**config.mk**
```make
export PLATFORM = sky130hd
export DESIGN_NAME = dsram_store_ctrl
export DESIGN_NICKNAME = d
export VERILOG_FILES = /design/src/rtl/dsram_store_ctrl_pkg.sv /design/src/rtl/dsram_store_ctrl_align.sv /design/src/rtl/dsram_store_ctrl.sv
export SDC_FILE = /design/constraint.sdc
export NUM_CORES = 1
export LEC_CHECK = 0
export ABC_CLOCK_PERIOD_IN_PS = 8500
export CAP_MARGIN = 20
export CORE_MARGIN = 10
export CORE_UTILIZATION = 40
export CTS_BUF_LIST = sky130_fd_sc_hd__clkbuf_2 sky130_fd_sc_hd__clkbuf_4 sky130_fd_sc_hd__clkbuf_8
export CTS_CLUSTER_SIZE = 8
export DETAILED_ROUTE_END_ITERATION = 6
export GPL_TIMING_DRIVEN = 0
export PLACE_DENSITY = 0.75
export SYNTH_ARGS = -nofsm -noshare
export SYNTH_HDL_FRONTEND = slang
export SYNTH_HIERARCHICAL = 1
export SYNTH_SLANG_ARGS = --single-unit
```
**constraint.sdc**
```tcl
create_clock -name clk -period 8.5 [get_ports clk]
set_input_delay 2.55 -clock clk [delete_from_list [all_inputs] [get_ports clk]]
set_output_delay 2.55 -clock clk [all_outputs]
set_load 0.02 [all_outputs]
```
**src/rtl/dsram_store_ctrl_pkg.sv**
```systemverilog
// Shared definitions for the LSU store path: op codes, AXI response codes
// and the store controller's FSM state encoding.
package dsram_store_ctrl_pkg;

    localparam int ADDR_W   = 32;
    localparam int DATA_W   = 32;
    localparam int LSU_OP_W = 4;

    // Load-side codes live in the same space so both paths decode one bus.
    localparam logic [LSU_OP_W-1:0] LSU_OP_NONE = 4'd0;
    localparam logic [LSU_OP_W-1:0] LSU_OP_LB   = 4'd1;
    localparam logic [LSU_OP_W-1:0] LSU_OP_LH   = 4'd2;
    localparam logic [LSU_OP_W-1:0] LSU_OP_LW   = 4'd3;
    localparam logic [LSU_OP_W-1:0] LSU_OP_LBU  = 4'd4;
    localparam logic [LSU_OP_W-1:0] LSU_OP_LHU  = 4'd5;
    localparam logic [LSU_OP_W-1:0] LSU_OP_SB   = 4'd6;
    localparam logic [LSU_OP_W-1:0] LSU_OP_SH   = 4'd7;
    localparam logic [LSU_OP_W-1:0] LSU_OP_SW   = 4'd8;

    localparam logic [1:0] AXI_RESP_OKAY = 2'b00;

    typedef enum logic [1:0] {
        ST_IDLE = 2'd0,
        ST_SEND = 2'd1,
        ST_RESP = 2'd2
    } store_state_t;

    function automatic logic [3:0] laneStrobe(input logic [3:0] baseMask, input logic [1:0] off);
        return baseMask << off;
    endfunction

endpackage

```
**src/rtl/dsram_store_ctrl_align.sv**
```systemverilog
// Combinational lane alignment for stores: replicates the store data across
// byte lanes, builds the byte strobes and flags misaligned accesses.
module store_lane_align
    import dsram_store_ctrl_pkg::*;
(
    input  logic [LSU_OP_W-1:0] i_lsuOp,
    input  logic [1:0]          i_off,
    input  logic [31:0]         i_wdata,
    output logic [31:0]         o_wdata,
    output logic [3:0]          o_wstrb,
    output logic                o_misalign,
    output logic                o_isStore
);

    always_comb begin
        o_wdata    = 32'd0;
        o_wstrb    = 4'd0;
        o_misalign = 1'b0;
        o_isStore  = 1'b0;
        case (i_lsuOp)
            LSU_OP_SB: begin
                o_isStore = 1'b1;
                o_wdata   = {4{i_wdata[7:0]}};
                o_wstrb   = laneStrobe(4'b0001, i_off);
            end
            LSU_OP_SH: begin
                o_isStore  = 1'b1;
                o_wdata    = {2{i_wdata[15:0]}};
                o_wstrb    = laneStrobe(4'b0011, i_off);
                o_misalign = i_off[0];
            end
            LSU_OP_SW: begin
                o_isStore  = 1'b1;
                o_wdata    = i_wdata;
                o_wstrb    = 4'b1111;
                o_misalign = |i_off;
            end
            default: ;
        endcase
    end

endmodule

```
**src/rtl/dsram_store_ctrl.sv**
```systemverilog
// Store controller: accepts an EXU store, issues one AXI4-Lite write to the
// data SRAM and returns a single-cycle done/err completion to the pipeline.
module dsram_store_ctrl
    import dsram_store_ctrl_pkg::*;
#(
    parameter int P_ADDR_W = ADDR_W,
    parameter int P_DATA_W = DATA_W
) (
    input  logic                clk,
    input  logic                rst,
    input  logic                i_valid,
    output logic                o_ready,
    input  logic [LSU_OP_W-1:0] i_lsuOp,
    input  logic [P_ADDR_W-1:0] i_addr,
    input  logic [P_DATA_W-1:0] i_wdata,
    output logic [P_ADDR_W-1:0] o_awaddr,
    output logic                o_awvalid,
    input  logic                i_awready,
    output logic [P_DATA_W-1:0] o_wdata,
    output logic [3:0]          o_wstrb,
    output logic                o_wvalid,
    input  logic                i_wready,
    input  logic                i_bvalid,
    input  logic [1:0]          i_bresp,
    output logic                o_bready,
    output logic                o_done,
    output logic                o_err
);

    store_state_t        r_state;
    logic                r_awvalid;
    logic                r_wvalid;
    logic                r_awDone;
    logic                r_wDone;
    logic                r_bready;
    logic                r_done;
    logic                r_err;
    logic [P_ADDR_W-1:0] r_awaddr;
    logic [P_DATA_W-1:0] r_wdata;
    logic [3:0]          r_wstrb;

    store_state_t        w_stateNext;
    logic                w_awvalidNext;
    logic                w_wvalidNext;
    logic                w_awDoneNext;
    logic                w_wDoneNext;
    logic                w_breadyNext;
    logic                w_doneNext;
    logic                w_errNext;
    logic [P_ADDR_W-1:0] w_awaddrNext;
    logic [P_DATA_W-1:0] w_wdataNext;
    logic [3:0]          w_wstrbNext;

    logic [31:0]         w_alignData;
    logic [3:0]          w_alignStrb;
    logic                w_misalign;
    logic                w_isStore;
    logic                w_awHs;
    logic                w_wHs;

    store_lane_align u_align (
        .i_lsuOp    (i_lsuOp),
        .i_off      (i_addr[1:0]),
        .i_wdata    (i_wdata[31:0]),
        .o_wdata    (w_alignData),
        .o_wstrb    (w_alignStrb),
        .o_misalign (w_misalign),
        .o_isStore  (w_isStore)
    );

    assign w_awHs = r_awvalid & i_awready;
    assign w_wHs  = r_wvalid & i_wready;

    // Next-state and next-output decode; AW and W retire independently and
    // the response phase starts once both sticky flags are (or become) set.
    always_comb begin
        w_stateNext   = r_state;
        w_awvalidNext = r_awvalid;
        w_wvalidNext  = r_wvalid;
        w_awDoneNext  = r_awDone;
        w_wDoneNext   = r_wDone;
        w_breadyNext  = r_bready;
        w_doneNext    = 1'b0;
        w_errNext     = 1'b0;
        w_awaddrNext  = r_awaddr;
        w_wdataNext   = r_wdata;
        w_wstrbNext   = r_wstrb;
        case (r_state)
            ST_IDLE: begin
                if (i_valid) begin
                    if (w_isStore && !w_misalign) begin
                        w_stateNext   = ST_SEND;
                        w_awvalidNext = 1'b1;
                        w_wvalidNext  = 1'b1;
                        w_awDoneNext  = 1'b0;
                        w_wDoneNext   = 1'b0;
                        w_awaddrNext  = {i_addr[P_ADDR_W-1:2], 2'b00};
                        w_wdataNext   = w_alignData;
                        w_wstrbNext   = w_alignStrb;
                    end else begin
                        // Misaligned stores and non-store ops complete without bus traffic.
                        w_doneNext = 1'b1;
                        w_errNext  = w_isStore;
                    end
                end
            end
            ST_SEND: begin
                if (w_awHs) begin
                    w_awvalidNext = 1'b0;
                    w_awDoneNext  = 1'b1;
                end
                if (w_wHs) begin
                    w_wvalidNext = 1'b0;
                    w_wDoneNext  = 1'b1;
                end
                if ((r_awDone || w_awHs) && (r_wDone || w_wHs)) begin
                    w_stateNext  = ST_RESP;
                    w_breadyNext = 1'b1;
                end
            end
            ST_RESP: begin
                if (i_bvalid) begin
                    w_stateNext  = ST_IDLE;
                    w_breadyNext = 1'b0;
                    w_doneNext   = 1'b1;
                    w_errNext    = (i_bresp != AXI_RESP_OKAY);
                end
            end
            default: begin
                w_stateNext   = ST_IDLE;
                w_awvalidNext = 1'b0;
                w_wvalidNext  = 1'b0;
                w_breadyNext  = 1'b0;
            end
        endcase
    end

    always_ff @(posedge clk or posedge rst) begin
        if (rst) begin
            r_state   <= ST_IDLE;
            r_awvalid <= 1'b0;
            r_wvalid  <= 1'b0;
            r_awDone  <= 1'b0;
            r_wDone   <= 1'b0;
            r_bready  <= 1'b0;
            r_done    <= 1'b0;
            r_err     <= 1'b0;
            r_awaddr  <= '0;
            r_wdata   <= '0;
            r_wstrb   <= 4'd0;
        end else begin
            r_state   <= w_stateNext;
            r_awvalid <= w_awvalidNext;
            r_wvalid  <= w_wvalidNext;
            r_awDone  <= w_awDoneNext;
            r_wDone   <= w_wDoneNext;
            r_bready  <= w_breadyNext;
            r_done    <= w_doneNext;
            r_err     <= w_errNext;
            r_awaddr  <= w_awaddrNext;
            r_wdata   <= w_wdataNext;
            r_wstrb   <= w_wstrbNext;
        end
    end

    assign o_ready   = (r_state == ST_IDLE);
    assign o_awaddr  = r_awaddr;
    assign o_awvalid = r_awvalid;
    assign o_wdata   = r_wdata;
    assign o_wstrb   = r_wstrb;
    assign o_wvalid  = r_wvalid;
    assign o_bready  = r_bready;
    assign o_done    = r_done;
    assign o_err     = r_err;

endmodule
```
# Word-level counts from Yosys, hierarchy flattened
# Index checks and enable logic that the tools add are counted.
# W data, S select, Z words.
# word_totals
register_bits	75
in_bits	76
output_inout_bits	74
wordCells	77
# classes
eq_ne	11
shift	2
mux	32
bitwise	4
reduce_logical	17
# op_table
operator	count
$pmux W32 S3	1
$reduce_and A4 Y1	5
$mux W1	17
$pmux W4 S3	1
$ne A2 B2 Y1 const B	5
$pmux W1 S2	5
$pmux W1 S3	3
$eq A4 B3 Y1 const B	2
$mux W2	4
$pmux W2 S3	1
$reduce_and A3 Y1	2
$eq A4 B4 Y1 const B	1
$reduce_bool A2 Y1	2
$shl A1 B2 Y4 const A	1
$shl A2 B2 Y4 const A	1
$reduce_or A3 Y1	1
$and A1 B1 Y1	2
$eq A2 B1 Y1 const B	1
$eq A2 B2 Y1 const B	1
$logic_and A1 B1 Y1	2
$logic_not A2 Y1	1
$logic_or A1 B1 Y1	2
$ne A2 B1 Y1 const B	1
$not A1 Y1	2
2 further kinds	2

# Logic depth before layout (Yosys ltp)
# Gate-level depths: netlist of the first run.
# logic_depth
depth_word	7
ltp_mapped	9
ltp_nobuf	6

# Modules after synthesis
# Netlist of the first run, hierarchy kept.
# modules_own_cells
mod	instances	cells_per_inst	area_per_inst_um2	seq_area_each_um2
dsram_store_ctrl	1	183	3205.6	1876.8
store_lane_align	1	71	528.0	0.0

# Worst setup path after synthesis of the first run
# Ideal clock, no wire load.
# synth_timing
kind	input to register
start	input port i_lsuOp[0]
end	register r_awaddr[10], in the netlist o_awaddr[10]
setup_ps	125
arrival_ps	4272
path_slack_ps	4103
path_stages	9
cell_sequence	buf_6 nor4b_4 buf_6 a21oi_2 nor2_2 and4b_4 buf_12 buf_12 mux2_4
# synth_via
elab_chain_len	5
elab_cells_between_ends	9
classes_between	eq/ne (3); mux (2); reduce/logical (4)
# synth_rtl
item	line_no	text
start: declaration	dsram_store_ctrl.sv:13	input logic [LSU_OP_W-1:0] i_lsuOp,
$eq A4 B4 Y1 or $eq A4 B3 Y1 (tied branches)	dsram_store_ctrl_align.sv:20	case (i_lsuOp)
$pmux W1 S2 (*)	dsram_store_ctrl_align.sv:20	
net w_misalign	dsram_store_ctrl.sv:56	logic w_misalign;
$logic_not A1 Y1 (*)	dsram_store_ctrl.sv:91	if (w_isStore && !w_misalign) begin
$logic_and A1 B1 Y1 (*)	dsram_store_ctrl.sv:91	
$reduce_and A3 Y1 (no source line) (*)	-	
end signal: assignment	dsram_store_ctrl.sv:160	r_awaddr <= w_awaddrNext;
end: declaration	dsram_store_ctrl.sv:38	logic [P_ADDR_W-1:0] r_awaddr;
# The timed path passes the listed nets; every way through them passes the cells marked *.
# A chain may end at the register's enable or synchronous reset.

# Worst setup path in the final report of the first run
# layout_timing
start	input port i_lsuOp[1]
end	register r_wdata[4], in the netlist o_wdata[4]
# layout_via
elab_chain_len	5
elab_cells_between_ends	10
classes_between	eq/ne (3); mux (3); reduce/logical (4)
# layout_rtl
item	line_no	text
$eq A4 B4 Y1 or $eq A4 B3 Y1 (tied branches)	dsram_store_ctrl_align.sv:20	
$pmux W1 S2 (*)	dsram_store_ctrl_align.sv:20	
net w_misalign	dsram_store_ctrl.sv:56	
$logic_not A1 Y1 (*)	dsram_store_ctrl.sv:91	
$logic_and A1 B1 Y1 (*)	dsram_store_ctrl.sv:91	
$reduce_and A3 Y1 (no source line) (*)	-	
end signal: assignment	dsram_store_ctrl.sv:161	r_wdata <= w_wdataNext;
end: declaration	dsram_store_ctrl.sv:39	logic [P_DATA_W-1:0] r_wdata;
# Marks and branches as above.

==> results of run 1 <==
[placed cells by master, fill, tap and decap left out, types with 2 or more instances in the layout]
cell type,instances
nor2_2,2
o21a_1,2
clkdlybuf4s50_1,146
mux2i_1,8
mux2_2,2
a22o_1,16
buf_4,3
buf_12,8
o31ai_1,2
buf_6,3
inv_1,4
mux2_4,65
o22ai_1,3
o21ai_0,17
clkbuf_8,10
and2_1,10
clkinv_2,2
a21oi_2,2
clkinv_4,2
dfrtp_1,75
conb_1,2
nand2_1,14
nor2_1,3
[through the flow]
stage                     hold slack [ps]  area, um2  setup slack (ps)  utilization
after global routing                  522       5560              3620        0.608
after CTS                             515       5560              3720        0.608
after global placement                490       5340              2790        0.583
after floorplan                       515       3740              4040            -
after detailed placement              491       5360              3360        0.586
final                                 512       5560              3720        0.608
[layout make-up]
cell class / instances / area (um2) / share of cell area
buffer: 15 / 205 / 0.0369
clock buffer: 10 / 138 / 0.0247
clock inverter: 6 / 65.1 / 0.0117
inverter: 5 / 21.3 / 0.00382
multi-input combinational: 160 / 1640 / 0.294
sequential: 75 / 1880 / 0.337
tap: 111 / 139 / 0.0250
timing repair buffer: 147 / 1480 / 0.266
[path summary, 6_finish.rpt]
check / from / to / cells past startpoint
worst max register to register: r_state[0]$_DFFE_PP0P_ / o_wdata[27]$_DFFE_PP0P_ / 5
worst min-delay path: o_awaddr[10]$_DFFE_PP0P_ / o_awaddr[10]$_DFFE_PP0P_ / 1
min in group asynchronous: rst / o_awaddr[28]$_DFFE_PP0P_ / 2
worst max-delay path: i_lsuOp[1] / o_wdata[4]$_DFFE_PP0P_ / 9
worst min register to register: o_awaddr[10]$_DFFE_PP0P_ / o_awaddr[10]$_DFFE_PP0P_ / 1
max in group asynchronous: rst / o_wdata[0]$_DFFE_PP0P_ / 3
[kinds of logic after synthesis]
kind of cell	count (synthesis)	synth area share
other cells	1	0.00100
mux	75	0.289
simple gates	38	0.0617
flops	75	0.503
compound gates	45	0.0858
buf+inv	20	0.0600
[synth_stat cells]
cell type,instances
and2_1,10
o31ai_1,2
buf_12,7
dfrtp_1,75
o21ai_0,17
inv_1,5
and4b_4,1
buf_4,3
nor2_2,2
and3b_1,1
mux2i_1,8
o22ai_1,3
nor2_1,3
a22o_1,16
nand2_2,1
mux2_4,65
a31o_2,1
nand4_1,1
mux2_2,2
a21o_4,1
buf_2,1
nand2_1,14
nand2b_1,1
nand3_1,1
o21a_1,2
clkbuf_1,1
or4b_4,1
a21oi_2,2
nand3b_1,1
buf_6,3
conb_1,1
nor4b_4,1
a21oi_1,1
[state kept, by name, indices dropped and copies added (netlist names)]
signal and cells:
r_state 2, r_awDone 1, o_wstrb 4, o_awaddr 30, o_wvalid 1, o_wdata 32, o_done 1, o_awvalid 1
o_bready 1, r_wDone 1, o_err 1
[routing by layer]
metal,up-vias,global-route usage,part of all wire
li1,1227,-,-
met1,1319,0.181,0.42
met2,102,0.250,0.48
met3,15,0.0550,0.080
met4,0,0.0577,0.018
met5,-,0,0
[critical path: cells and delay by family]
family                 cells  cell delay [ps]
multiplexers               1              300
AND/OR/NAND/NOR            3             1030
AO/OA/AOI/OAI              1               70
buffers and inverters      4             1040
[power by group through the flow]
| stage | clock network, mW | logic (mW) | registers, mW |
|---|---|---|---|
| after detailed placement | 0 | 0.781 | 0.581 |
| final | 0.279 | 0.772 | 0.575 |
| after floorplan | 0 | 0.266 | 0.728 |
| after global routing | 0.307 | 0.818 | 0.593 |
| after global placement | 0 | 0.772 | 0.573 |
| after CTS | 0.290 | 0.785 | 0.577 |
==> flow_summary_export.csv, run 1 <==
group,metric,value,unit
drt,ant_nets,0,
drt,drt_wl_total,10300,um
clock_network,cts_buffer_depth,2,
die,start_util,0.408,
drt,drc,0,
power_and_ir_drop,p_sw_frac,0.337,
grt,overflow,0,
logic_synthesis,ys_seq_elements,75,
setup_path,r2r_slack,6850,ps
power_and_ir_drop,finalPower,1.63,mW
grt,track_usage,0.153,
setup_path,cp_data_arrival_time,5010,ps
power_and_ir_drop,power.leakage,2.44,nW
sta,finClkSkew,12.9,ps
sta,rsz0062_at_grt,"false",
die,fp.dieArea,0.0136,mm2
drt,via_per_inst,5.03,
clock_network,cts_tree,"yes",
grt,grt_max_degree,39,
power_and_ir_drop,comb_power_share,0.475,
worst_hold_path,hp-class,"flop to flop",
power_and_ir_drop,power.density,292,mW/mm2
clock_network,clock_latency,340,ps
setup_path,crit_chain,"clkdlybuf4s50_1 -> nor4b_4 -> buf_6 -> a21oi_2 -> nor2_2 -> and4b_4 -> buf_12 -> buf_12 -> mux2_4",
placed_design,dp_hpwl,7950,um
power_and_ir_drop,clockPowerShare,0.172,
die,io_pins,150,
die,die_y,117,um
placed_design,dp.cells,513,
run,drv_cap,0,
clock_network,cts_root_buf,"clkbuf_8",
sta,max_freq,209,MHz
setup_path,path_class,"input port to flop",
layout,finalNonFillerCells,529,
logic_synthesis,yosysSeqAreaShare,0.503,
die,core_area,0.00915,mm2
drt,num_vias,2663,
grt,grt_first_pass_wirelength,16200,um
clock_network,clkSlewWorstSetupHoldPaths,80,ps
clock_network,hold_buffers,0,
sta,period_needed,4780,ps
logic_synthesis,syn_inst,254,
die,fp.dieW,117,um
sta,maxSlewHeadroom,0.533,
drt,drtIter0Drc,85,
power_and_ir_drop,seqPwrFrac,0.354,
setup_path,worstPathMaxFanout,10,
logic_synthesis,yosys_warnings,6,
sta,finalHoldViolCount,0,
layout,drive_gt1_frac,0.261,
sta,fin_tns_setup,0,ps
logic_synthesis,yosys.area.top_type,"dfrtp_1",
status,outcome,"finished, final reports clean",
clock_network,post_cts_buffers,0,
setup_path,slowest_stage,"nor4b_4",
sta,max_slew.worst_pin.slew,697,ps
drt,drtPass1Iterations,4,
power_and_ir_drop,peakVddDrop,0.000126,V
sta,finalMaxSlewViolations,0,
clock_network,cts_max_level,3,
layout,areaGrowthSynthToFinish,49.0,%
drt,routedWlPerCell,19.5,um
clock_network,cts_num_sinks,75,
sta,finalCritPeriodShare,0.563,
setup_path,crit_top_cell,"buf_12",
grt,antenna_found_initial,0,
setup_path,critPathMaxStageDelay,690,ps
clock_network,post_cts_resized,0,
die,fp-row-count,35,
setup_path,cp-start-kind,"input port",
sta,setup_viol,0,
logic_synthesis,netlist.area_leader.share,0.503,
setup_path,required,8730,ps
logic_synthesis,synth.distinct_cells,33,
power_and_ir_drop,switching_power,548,uW
logic_synthesis,syn-cell-area,0.00373,mm2
layout,num_antenna_cells,0,
logic_synthesis,synth.avg_cell_area,14.7,um2
placed_design,port_buffers,146,
power_and_ir_drop,power.internal,1.08,mW
setup_path,end_kind,"flop",
layout,fillers,725,
placed_design,place_congestion,0.761,
logic_synthesis,yosys-top-cells-area,"dfrtp_1, mux2_4, a22o_1, buf_12, o21ai_0",
layout,layout.nets,489,
grt,first_global_vias,3001,
clock_network,cts_buffers,9,
Note: power is estimated with default switching activity, not from simulation.
==> run 2: changes to the inputs <==
--- a/config.mk
+++ b/config.mk
@@ -5,7 +5,7 @@
 export SDC_FILE = /design/constraint.sdc
 export NUM_CORES = 1
 export LEC_CHECK = 0
-export ABC_CLOCK_PERIOD_IN_PS = 8500
+export ABC_CLOCK_PERIOD_IN_PS = 4300
 export CAP_MARGIN = 20
 export CORE_MARGIN = 10
 export CORE_UTILIZATION = 40
@@ -13,7 +13,7 @@
 export CTS_CLUSTER_SIZE = 8
 export DETAILED_ROUTE_END_ITERATION = 6
 export GPL_TIMING_DRIVEN = 0
-export PLACE_DENSITY = 0.75
+export PLACE_DENSITY = 0.78
 export SYNTH_ARGS = -nofsm -noshare
 export SYNTH_HDL_FRONTEND = slang
 export SYNTH_HIERARCHICAL = 1
==> constraint.sdc (replaced) <==
create_clock -name clk -period 4.3 [get_ports clk]
set_input_delay 1.29 -clock clk [delete_from_list [all_inputs] [get_ports clk]]
set_output_delay 1.29 -clock clk [all_outputs]
set_load 0.02 [all_outputs]
==> flow_summary_export.csv, run 2 (synthesized netlist as in run 1, its figures left out) <==
group,metric,value,unit
sta,finalHoldViolCount,0,
setup_path,path_buf_inv,4,
setup_path,required,4530,ps
sta,setup_viol,0,
die,start_util,0.408,
setup_path,r2r_slack,2650,ps
power_and_ir_drop,power.density,585,mW/mm2
clock_network,cts_num_sinks,75,
setup_path,crit_cells,9,
run,drv_cap,0,
grt,grt_first_pass_wirelength,15700,um
grt,grtUsageMet2,0.241,
layout,fillers,719,
worst_hold_path,hold_path_end,"o_awaddr[5]$_DFFE_PP0P_",
drt,ant_nets,0,
setup_path,path_class,"input port to flop",
sta,rsz0062_at_grt,"false",
setup_path,reg2reg_to,"o_wdata[23]$_DFFE_PP0P_",
clock_network,cts_max_level,3,
clock_network,post_cts_buffers,0,
clock_network,clkSlewWorstSetupHoldPaths,80,ps
layout,final_area,0.00558,mm2
clock_network,cts_buffer_depth,2,
sta,period_needed,3600,ps
layout,largest_register_ffs,32,
grt,track_usage,0.150,
placed_design,place_congestion,0.779,
drt,num_vias,2633,
sta,fin_hold_ws,509,ps
grt,grt_max_degree,53,
clock_network,hold_buffers,0,
setup_path,critPathMaxStageDelay,750,ps
drt,drt_wl_total,10400,um
grt,antenna_found_initial,0,
power_and_ir_drop,peakVddDrop,0.000326,V
grt,first_global_vias,2818,
worst_hold_path,hold_path_depth,1,
setup_path,cp_data_arrival_time,3830,ps
placed_design,port_buffers,146,
clock_network,cts_buffers,9,
clock_network,post_cts_resized,0,
setup_path,crit_chain,"clkdlybuf4s50_1 -> nor4b_4 -> buf_6 -> a21oi_2 -> nor2_2 -> and4b_4 -> buf_12 -> buf_12 -> mux2_4",
layout,layout.nets,489,
setup_path,reg2regPathDepth,5,
die,fp-row-count,35,
setup_path,worstPathMaxFanout,10,
sta,finalCritPeriodShare,0.837,
die,io_pins,150,
clock_network,cts_tree,"yes",
layout,layout_commonest_cell,"clkdlybuf4s50_1",
clock_network,cts_root_buf,"clkbuf_8",
sta,finalMaxSlewViolations,0,
layout,num_antenna_cells,0,
grt,grt_util_met1,0.182,
worst_hold_path,hold_start,"o_awaddr[5]$_DFFE_PP0P_",
placed_design,dp_hpwl,7760,um
die,fp.dieArea,0.0136,mm2
die,core_area,0.00915,mm2
setup_path,crit_top_cell,"buf_12",
drt,via_per_inst,4.99,
drt,drtPass1Iterations,4,
drt,drc,0,
setup_path,end_kind,"flop",
placed_design,dpl_cell_area,0.00537,mm2
grt,overflow,0,
die,die_y,117,um
setup_path,reg2reg_from,"r_state[0]$_DFFE_PP0P_",
setup_path,cpLargestDelayFamily,"simple AND/OR/NAND/NOR gates",
status,outcome,"finished, final reports clean",
sta,maxSlewHeadroom,0.484,
layout,drive_gt1_frac,0.259,
sta,finClkSkew,7.84,ps
setup_path,cp-start-kind,"input port",
setup_path,slowest_stage,"nor4b_4",
die,fp.dieW,117,um
worst_hold_path,hp-class,"flop to flop",
sta,fin_tns_setup,0,ps
power_and_ir_drop,power.leakage,2.45,nW
layout,final_cell_mix,"clkdlybuf4s50_1, dfrtp_1, mux2_4",
grt,met3_usage,0.0560,
grt,busiest_layer,"met2",
drt,drtIter0Drc,80,
layout,areaGrowthSynthToFinish,49.5,%
drt,routedWlPerCell,19.6,um
clock_network,clock_latency,340,ps
sta,max_freq,278,MHz
sta,max_slew.worst_pin.slew,771,ps
-- run 2: per-stage QoR --
step           setup WS (ps)  total power, mW   util  cells
6_report                 699             3.27  0.610    528
5_1_grt                  621             3.44  0.610    528
4_1_cts                  708             3.32  0.610    528
3_5_place_dp             343             2.69  0.586    513
3_3_place_gp            -163             2.66  0.583    512
2_1_floorplan           1100             1.96      -    255
-- run 2: worst max-delay path by stage --
stage                          endpoint        from  slack (ps)
2_1_floorplan  o_awaddr[10]$_DFFE_PP0P_         rst        1100
3_3_place_gp     o_wdata[3]$_DFFE_PP0P_         rst        -160
3_5_place_dp    o_wdata[21]$_DFFE_PP0P_  i_lsuOp[1]         340
4_1_cts          o_wdata[6]$_DFFE_PP0P_  i_lsuOp[1]         710
5_1_grt          o_wdata[6]$_DFFE_PP0P_  i_lsuOp[1]         620
6_report        o_wdata[21]$_DFFE_PP0P_  i_lsuOp[1]         700
-- run 2: layer usage --
layer | part of all wire | vias up
li1 | - | 1228
met1 | 0.42 | 1305
met2 | 0.48 | 93
met3 | 0.089 | 7
met4 | 0.0075 | 0
met5 | 0 | -
-- run 2: power by group --
part           internal (mW)  leakage (nW)  switching (mW)  total [mW]
clock network          0.338         0.108           0.262       0.600
registers              0.972         0.962           0.163        1.14
logic                  0.877          1.38           0.654        1.53
total                   2.19          2.45            1.08        3.27
-- run 2: cell type report --
| type | count | area, um2 | area share |
|---|---|---|---|
| Sequential cell | 75 | 1880 | 0.336 |
| Multi-Input combinational cell | 160 | 1640 | 0.293 |
| Timing Repair Buffer | 147 | 1490 | 0.267 |
| Buffer | 15 | 205 | 0.0368 |
| Tap cell | 111 | 139 | 0.0249 |
| Clock buffer | 10 | 138 | 0.0247 |
| Clock inverter | 5 | 77.6 | 0.0139 |
| Inverter | 5 | 21.3 | 0.00381 |
==> edit (settings of run 1) <==
`r_awaddr` and `r_wdata` no longer have a reset.
--- a/src/rtl/dsram_store_ctrl.sv
+++ b/src/rtl/dsram_store_ctrl.sv
@@ -147,4 +147,2 @@
             r_err     <= 1'b0;
-            r_awaddr  <= '0;
-            r_wdata   <= '0;
             r_wstrb   <= 4'd0;
@@ -159,6 +157,9 @@
             r_err     <= w_errNext;
-            r_awaddr  <= w_awaddrNext;
-            r_wdata   <= w_wdataNext;
             r_wstrb   <= w_wstrbNext;
         end
+    end
+
+    always_ff @(posedge clk) begin
+        r_awaddr <= w_awaddrNext;
+        r_wdata  <= w_wdataNext;
     end
Behaviour: not the same (a bounded check fails within 4 cycles, from zero or initial values and one cycle with rst high).
==> edit against run 1 <==
Critical path depth down 1; area after synthesis down 20%; final area down 14%; sequential cell count unchanged; routed wire length down 13%; first-iteration DRC count up 14%; register-to-register slack worse by 190 ps; worst setup slack worse by 140 ps; count of clock-buffer cells in the layout unchanged; final cell count down 16%; critical endpoint is now o_wstrb[1]; highest routed layer unchanged.
Power is not compared: it rests on default switching activity, and its combinational part moved more than twofold at a synthesized area within 25%.
==> edit: results (changes against run 1) <==
grt_pass1_vias: 2258  # was 3001
synth_edf_count: 62  # was 0
drt_iter0_drc: 97  # was 85
wl_per_cell_um: 20.09  # was 19.52 µm
fillers: 547  # was 725
synth_cell_types: 34  # was 33
status: "complete, no violations"  # unchanged
final.setup_skew_ps: 13.20  # was 12.89 ps
nets: 419  # was 489
critical_path_arrival_ps: 5130  # was 5010 ps
drive_gt1_share_pct: 10.34  # was 26.08%
min_to: "o_bready"  # was o_awaddr[10]
hold_depth: 2  # was 1
hp-start: "o_bready"  # was o_awaddr[10]
dr_total_vias: 2181  # was 2663
worst_path_dominant_cell_family: "simple AND/OR/NAND/NOR gates"  # was buffers and inverters
r2r_cells: 4  # was 5
clk_pin_slew_worst_paths_ps: 80  # about the same
slew-limit-headroom_pct: 46.68  # was 53.34%
cp_max_fo: 71  # was 10
grt_pass1_wl_um: 13460  # was 16250 µm
routabilityCongestion: 0.7795  # was 0.7613
r2r_slack_ps: 6660  # was 6850 ps
slowest_delay_ps: 770  # was 690 ps
synthTopCellsByCount: "62 x edfxtp_1, 16 x a22o_1, 13 x dfrtp_1, 13 x nand2_1, 13 x o21ai_0"  # was 75 x dfrtp_1, 65 x mux2_4, 17 x o21ai_0
grt_max_degree: 72  # was 39
grt_use_total_pct: 15.42  # was 15.28%
async_flop_share_pct: 17.33  # was 100.0%
-- edit: cells by family (layout without fill, tap and decap cells) --
family / after synthesis / after routing / share of synthesized area, %
AOI/OAI and AO/OA: 44 / 44 / 10.76
other: 1 / 2 / 0.1255
buffers and inverters: 13 / 175 / 2.805
muxes: 13 / 13 / 5.067
DFF: 75 / 75 / 73.20
and+or+nand+nor: 39 / 39 / 8.040
-- edit: worst min-delay path, cell delays in order (launching register included) --
cell,delay [ps]
dfrtp_1,350
nand2_1,50
o31ai_1,60
-- edit: power by group through the flow --
stage / Sequential (mW) / Clock, mW / Combinational, mW
floorplan: 0.518 / 0 / 0.0809
global placement: 0.478 / 0 / 0.250
detailed placement: 0.481 / 0 / 0.253
CTS: 0.473 / 0.311 / 0.255
global route: 0.479 / 0.324 / 0.269
finish: 0.473 / 0.301 / 0.251
-- edit: layer usage --
layer | global-route usage (%) | up-vias | routed length (µm)
met5 | 0 | - | 0
met4 | 5.029 | 0 | 94
met3 | 5.435 | 6 | 651
met2 | 25.80 | 97 | 4488
met1 | 18.13 | 1055 | 3744
li1 | - | 1023 | -
-- edit: stage by stage --
step                      cells  instance area, µm²  hold slack, ps  utilization (%)  setup slack [ps]
final                       447                4796           496.5            66.12              3572
after CTS                   447                4796           504.7            66.12              3561
after detailed placement    431                4577           485.0            63.10              3217
after global placement      431                4577           467.4            63.10              3230
after global routing        447                4796           521.3            66.12              3419
after floorplan             186                2992           486.1                -              4085
-- edit: final cells by class --
type | count | area, µm² | area share [%]
clock buffer | 10 | 131.4 | 2.739
sequential | 75 | 2187 | 45.60
tap | 99 | 123.9 | 2.583
inverter | 5 | 18.77 | 0.3913
timing repair buffer | 146 | 1461 | 30.47
clock inverter | 6 | 87.58 | 1.826
multi-input combinational | 98 | 720.7 | 15.03
buffer | 8 | 65.06 | 1.357
